## config.mk

```make
export PLATFORM = sky130hd
export DESIGN_NAME = decoder_2a4_skid
export DESIGN_NICKNAME = d
export VERILOG_FILES = /design/src/rtl/decoder_pkg.sv /design/src/rtl/skid_buffer_2.sv /design/src/rtl/decoder_2a4_skid.sv
export SDC_FILE = /design/constraint.sdc
export NUM_CORES = 1
export LEC_CHECK = 0
export CORE_ASPECT_RATIO = 0.75
export CORE_UTILIZATION = 51
export CTS_BUF_LIST = sky130_fd_sc_hd__clkbuf_8
export CTS_CLUSTER_DIAMETER = 30
export DETAILED_ROUTE_END_ITERATION = 6
export GPL_TIMING_DRIVEN = 0
export PLACE_DENSITY_LB_ADDON = 0.3
export SYNTH_ARGS = -nofsm -noshare
export SYNTH_HDL_FRONTEND = slang
export SYNTH_SLANG_ARGS = --single-unit
export TNS_END_PERCENT = 5
```

## constraint.sdc

```tcl
create_clock -name clk -period 1.85 [get_ports clk]
set_input_delay 0.185 -clock clk [delete_from_list [all_inputs] [get_ports clk]]
set_output_delay 0.185 -clock clk [all_outputs]
set_load 0.01 [all_outputs]
```

## src/rtl/decoder_pkg.sv

```systemverilog
`default_nettype none
// ============================================================================
// Module      : decoder_pkg
// Description : Shared constants for the registered 2-to-4 decoder and its
//               2-entry skid buffer (default widths, state encoding).
// Revision    : 1.0 - initial release
// ============================================================================
package decoder_pkg;

    localparam int IN_W_DEF  = 2;
    localparam int CNT_W_DEF = 8;
    localparam int OUT_W     = 2 ** IN_W_DEF;

    localparam logic [1:0] ST_EMPTY = 2'd0;
    localparam logic [1:0] ST_ONE   = 2'd1;
    localparam logic [1:0] ST_FULL  = 2'd2;

endpackage : decoder_pkg
`default_nettype wire

```

## src/rtl/skid_buffer_2.sv

```systemverilog
`default_nettype none
// ============================================================================
// Module      : skid_buffer_2
// Description : Generic-width 2-entry valid/ready skid buffer. Output and
//               in_ready are taken straight from registers.
// Revision    : 1.0 - initial release
// ============================================================================
module skid_buffer_2
    import decoder_pkg::*;
#(
    parameter int WIDTH = OUT_W
) (
    input  logic             clk,
    input  logic             rst,
    input  logic             in_valid_i,
    output logic             in_ready_o,
    input  logic [WIDTH-1:0] in_data_i,
    output logic             out_valid_o,
    input  logic             out_ready_i,
    output logic [WIDTH-1:0] out_data_o
);

    logic [1:0]       state_q, state_d;
    logic [WIDTH-1:0] main_q,  main_d;
    logic [WIDTH-1:0] skid_q,  skid_d;
    logic             ready_q, ready_d;
    logic             valid_q, valid_d;
    logic             w_push;
    logic             w_pop;

    assign w_push = in_valid_i && ready_q;
    assign w_pop  = valid_q && out_ready_i;

    always_comb begin
        state_d = state_q;
        main_d  = main_q;
        skid_d  = skid_q;
        case (state_q)
            ST_EMPTY: begin
                if (w_push) begin
                    main_d  = in_data_i;
                    state_d = ST_ONE;
                end
            end
            ST_ONE: begin
                if (w_push && w_pop) begin
                    main_d = in_data_i;
                end else if (w_push) begin
                    skid_d  = in_data_i;
                    state_d = ST_FULL;
                end else if (w_pop) begin
                    // Clearing main keeps the data output zero while idle.
                    main_d  = '0;
                    state_d = ST_EMPTY;
                end
            end
            ST_FULL: begin
                if (w_pop) begin
                    main_d  = skid_q;
                    skid_d  = '0;
                    state_d = ST_ONE;
                end
            end
            default: begin
                main_d  = '0;
                skid_d  = '0;
                state_d = ST_EMPTY;
            end
        endcase
        ready_d = (state_d != ST_FULL);
        valid_d = (state_d != ST_EMPTY);
    end

    always_ff @(posedge clk) begin
        if (rst) begin
            state_q <= ST_EMPTY;
            main_q  <= '0;
            skid_q  <= '0;
            ready_q <= 1'b1;
            valid_q <= 1'b0;
        end else begin
            state_q <= state_d;
            main_q  <= main_d;
            skid_q  <= skid_d;
            ready_q <= ready_d;
            valid_q <= valid_d;
        end
    end

    assign in_ready_o  = ready_q;
    assign out_valid_o = valid_q;
    assign out_data_o  = main_q;

endmodule : skid_buffer_2
`default_nettype wire

```

## src/rtl/decoder_2a4_skid.sv

```systemverilog
`default_nettype none
// ============================================================================
// Module      : decoder_2a4_skid
// Description : Registered 2-to-4 decoder behind a 2-entry skid buffer, with a
//               saturating counter of discarded v=0 words.
//               Optional macro DECODER_ZERO_PASS_EN: v=0 words pass through as
//               an all-zero vector and drop_cnt is tied to zero.
// Revision    : 1.0 - initial release
// ============================================================================
module decoder_2a4_skid
    import decoder_pkg::*;
#(
    parameter int IN_W  = IN_W_DEF,
    parameter int CNT_W = CNT_W_DEF
) (
    input  logic                 clk,
    input  logic                 rst,
    input  logic                 in_valid,
    output logic                 in_ready,
    input  logic                 in_v,
    input  logic [IN_W-1:0]      in_y,
    output logic                 out_valid,
    input  logic                 out_ready,
    output logic [2**IN_W-1:0]   out_x,
    output logic [CNT_W-1:0]     drop_cnt
);

    localparam int W_X = 2 ** IN_W;

    logic [W_X-1:0] w_onehot;
    logic [W_X-1:0] w_enq_data;
    logic           w_enq_valid;

    assign w_onehot = {{(W_X-1){1'b0}}, 1'b1} << in_y;

`ifdef DECODER_ZERO_PASS_EN
    assign w_enq_valid = in_valid;
    assign w_enq_data  = in_v ? w_onehot : '0;
    assign drop_cnt    = '0;
`else
    logic [CNT_W-1:0] cnt_q, cnt_d;
    logic             w_drop;

    assign w_enq_valid = in_valid && in_v;
    assign w_enq_data  = w_onehot;
    // A v=0 word still consumes the handshake, so it only counts when accepted.
    assign w_drop      = in_valid && in_ready && !in_v;

    always_comb begin
        cnt_d = cnt_q;
        if (w_drop && !(&cnt_q)) begin
            cnt_d = cnt_q + CNT_W'(1);
        end
    end

    always_ff @(posedge clk) begin
        if (rst) begin
            cnt_q <= '0;
        end else begin
            cnt_q <= cnt_d;
        end
    end

    assign drop_cnt = cnt_q;
`endif

    skid_buffer_2 #(
        .WIDTH (W_X)
    ) u_skid (
        .clk         (clk),
        .rst         (rst),
        .in_valid_i  (w_enq_valid),
        .in_ready_o  (in_ready),
        .in_data_i   (w_enq_data),
        .out_valid_o (out_valid),
        .out_ready_i (out_ready),
        .out_data_o  (out_x)
    );

endmodule : decoder_2a4_skid
`default_nettype wire
```

==> results.sh <==
export IMPL_synth_most_common_cell="dfxtp_1"
export IMPL_antenna_found_initial=0
export IMPL_antennaDiodeCount=0
export IMPL_synthDominantCellAreaShare=0.407
export IMPL_die_area_mm2=0.00211
export IMPL_worstPathCellList="ha_1, nand3_1, o21ai_2, or4_1, a21oi_1"
export IMPL_end_kind="flop"
export IMPL_worstMarginPinSlew_ns=0.584
export IMPL_fin_nets=143
export IMPL_ys_top_cells_by_area="dfxtp_1, mux2i_1, nand2_1"
export IMPL_yosysWarnings=0
export IMPL_drv_slew=0
export IMPL_p_int_mw=0.643
export IMPL_cts_buffers=3
export IMPL_grt_max_degree=11
export IMPL_final_seq_area_um2=400
export IMPL_p_sw_frac=0.242
export IMPL_cts_setup_buffers=0
export IMPL_synth_fp_nets=118
export IMPL_grt_pass1_vias=783
export IMPL_rsz0062_at_grt="no"
export IMPL_clock_power_share=0.327
export IMPL_ys_flop_type="dfxtp_1"
export IMPL_power_leakage_nw=0.454
export IMPL_drt_iter0_drc=37
export IMPL_critPathSlowestCell="or4_1"
export IMPL_vias_per_cell=5.90
export IMPL_drc_errors=0
export IMPL_cts_tree="built"
export IMPL_finalCriticalPeriod_ns=1.67
export IMPL_grt_overflow_total=0
export IMPL_hp_class="flop to flop"
export IMPL_syn_area_um2=985
export IMPL_placed_cells=152
export IMPL_yosys_area_top_type="dfxtp_1"
export IMPL_synthDistinctLibCells=36
export IMPL_gp_congestion=0.805
export IMPL_worstSetupStartpointType="flop"
export IMPL_skew_ns=0.00154
export IMPL_vias=915
export IMPL_clock_path_buffers=2
export IMPL_totalWireLength_mm=2.35
export IMPL_synth_cells=110
export IMPL_seqPwrFrac=0.538
export IMPL_fillers=144
export IMPL_switching_power_mw=0.205
export IMPL_min_period_over_period=0.902
export IMPL_route_antenna_remaining_nets=0
export IMPL_dieWidth_um=52.7
export IMPL_grt_pass1_wl_mm=3.67
export IMPL_area_growth_pct=27.3
export IMPL_slew_headroom=0.608
export IMPL_pwr_density_cell_mw_per_mm2=677
export IMPL_crit_path_max_fanout=6
export IMPL_clkTransAtPathRegs_ns=0.07
export IMPL_synth_edf_count=0
export IMPL_tns_ns=0
export IMPL_dr_pass1_iters=4
export IMPL_required_ns=2.03
export IMPL_status="completed"
export IMPL_grt_use_total=0.249
export IMPL_clock_sinks=20
export IMPL_ys_top_cells_by_count="dfxtp_1, nand2_1, nor2_1"
export IMPL_synth_area_per_cell_um2=8.95
export IMPL_vdd_drop_max_mv=0.765
export IMPL_layout_cells_non_filler=155
export IMPL_path_class="flop to flop"
export IMPL_final_hold_violation_count=0
export IMPL_hpwlAfterDp_mm=1.72
export IMPL_core_mm2=0.00177
export IMPL_synth_seq_cells=20
export IMPL_die_h_um=40.1
export IMPL_rows=13
export IMPL_setup_viol=0
export IMPL_cts_hold_buf=0
export IMPL_start_util=0.555
export IMPL_pwr_share_comb=0.136
export IMPL_cp_arrival_ns=1.85
export IMPL_maxCapViolations=0
export IMPL_slowest_delay_ns=0.47
export IMPL_cts_resized=0
export IMPL_async_reset_ff_frac=0
export IMPL_whs_ns=0.479
export IMPL_h_tree_depth=1
export IMPL_io_pins=21
export IMPL_drive_gt1_frac=0.0677
export IMPL_multi_input_area_um2=563
export IMPL_fmax_mhz=599
export IMPL_clkLatencyLatePin_ns=0.25
export IMPL_yosysSeqAreaShare=0.407
export IMPL_wl_per_cell_um=15.1
export IMPL_io_buffers=20
export IMPL_clockRootBuffer="clkbuf_8"
layout by cell type, fill, tap and decap left out, types with 2 or more instances in the layout:
| cell type | synthesis | final |
|---|---|---|
| dfxtp_1 | 20 | 20 |
| buf_2 | 2 | 2 |
| o211ai_1 | 3 | 3 |
| or4_1 | 2 | 2 |
| xor2_1 | 4 | 4 |
| clkdlybuf4s50_1 | 0 | 20 |
| nand2_1 | 12 | 12 |
| nand2b_1 | 6 | 6 |
| nor2b_1 | 2 | 2 |
| and3_1 | 2 | 2 |
| mux2i_1 | 6 | 6 |
| o22a_1 | 2 | 2 |
| a222oi_1 | 3 | 3 |
| nor2_1 | 11 | 11 |
| nand3_1 | 6 | 6 |
| o31ai_1 | 2 | 2 |
| clkbuf_8 | 0 | 3 |
| a21oi_1 | 7 | 7 |
sequential cells by signal (all words and copies together), names as in the netlist:
signal              cells
u_skid.skid_q           4
u_skid.out_data_o       4
u_skid.in_ready_o       1
drop_cnt                8
u_skid.state_q          2
u_skid.out_valid_o      1
cells by family after synthesis:
logic type / share of synthesized area
muxes: 0.0610
buffers and inverters: 0.0216
xor gates and xnor gates: 0.0356
DFF: 0.407
adders and majority gates: 0.0127
AOI/OAI and AO/OA: 0.188
and+or+nand+nor: 0.274
metal layers:
layer	GRT usage	wire length [um]
met3	0.0606	119
met5	0	0
met2	0.430	1100
met4	0.0658	16
met1	0.315	1110
through the flow:
| step | setup slack (ns) | power, mW | util | area [um2] |
|---|---|---|---|---|
| after global routing | 0.0720 | 0.884 | 0.707 | 1250 |
| after detailed placement | 0.0210 | 0.579 | 0.684 | 1210 |
| final | 0.181 | 0.849 | 0.707 | 1250 |
| after floorplan | 0.336 | 0.528 | - | 985 |
| after global placement | 0.111 | 0.575 | 0.684 | 1210 |
| after CTS | 0.191 | 0.852 | 0.707 | 1250 |
critical path, delay by kind of cell (launching register included):
family	cells	cell delay, ns
simple gates	2	0.65
compound gates	2	0.30
fa+ha+maj	1	0.26
flops	1	0.37
final cells by class:
type / count / share of cell area
multi-input combinational: 85 / 0.449
sequential: 20 / 0.319
timing repair buffer: 20 / 0.160
clock buffer: 3 / 0.0329
tap: 22 / 0.0220
buffer: 4 / 0.0140
inverter: 1 / 0.00299
final timing paths:
path,slack [ns],end,depth (start not counted),start
setup reg to reg,0.18,drop_cnt[7]$_SDFFE_PP0P_,5,drop_cnt[0]$_SDFFE_PP0P_
setup / recovery,0.18,drop_cnt[7]$_SDFFE_PP0P_,5,drop_cnt[0]$_SDFFE_PP0P_
hold reg to reg,0.48,u_skid.out_data_o[0]$_SDFFE_PP0P_,2,u_skid.out_data_o[0]$_SDFFE_PP0P_
hold / removal,0.48,u_skid.out_data_o[0]$_SDFFE_PP0P_,2,u_skid.out_data_o[0]$_SDFFE_PP0P_
power groups by stage:
stage / Clock [mW] / Sequential, mW / Combinational (mW)
floorplan: 0 / 0.467 / 0.0615
detailed placement: 0 / 0.466 / 0.113
global placement: 0 / 0.464 / 0.110
global route: 0.300 / 0.458 / 0.126
CTS: 0.282 / 0.456 / 0.114
finish: 0.277 / 0.456 / 0.115
No activity file was read; power rests on OpenSTA's default activity.
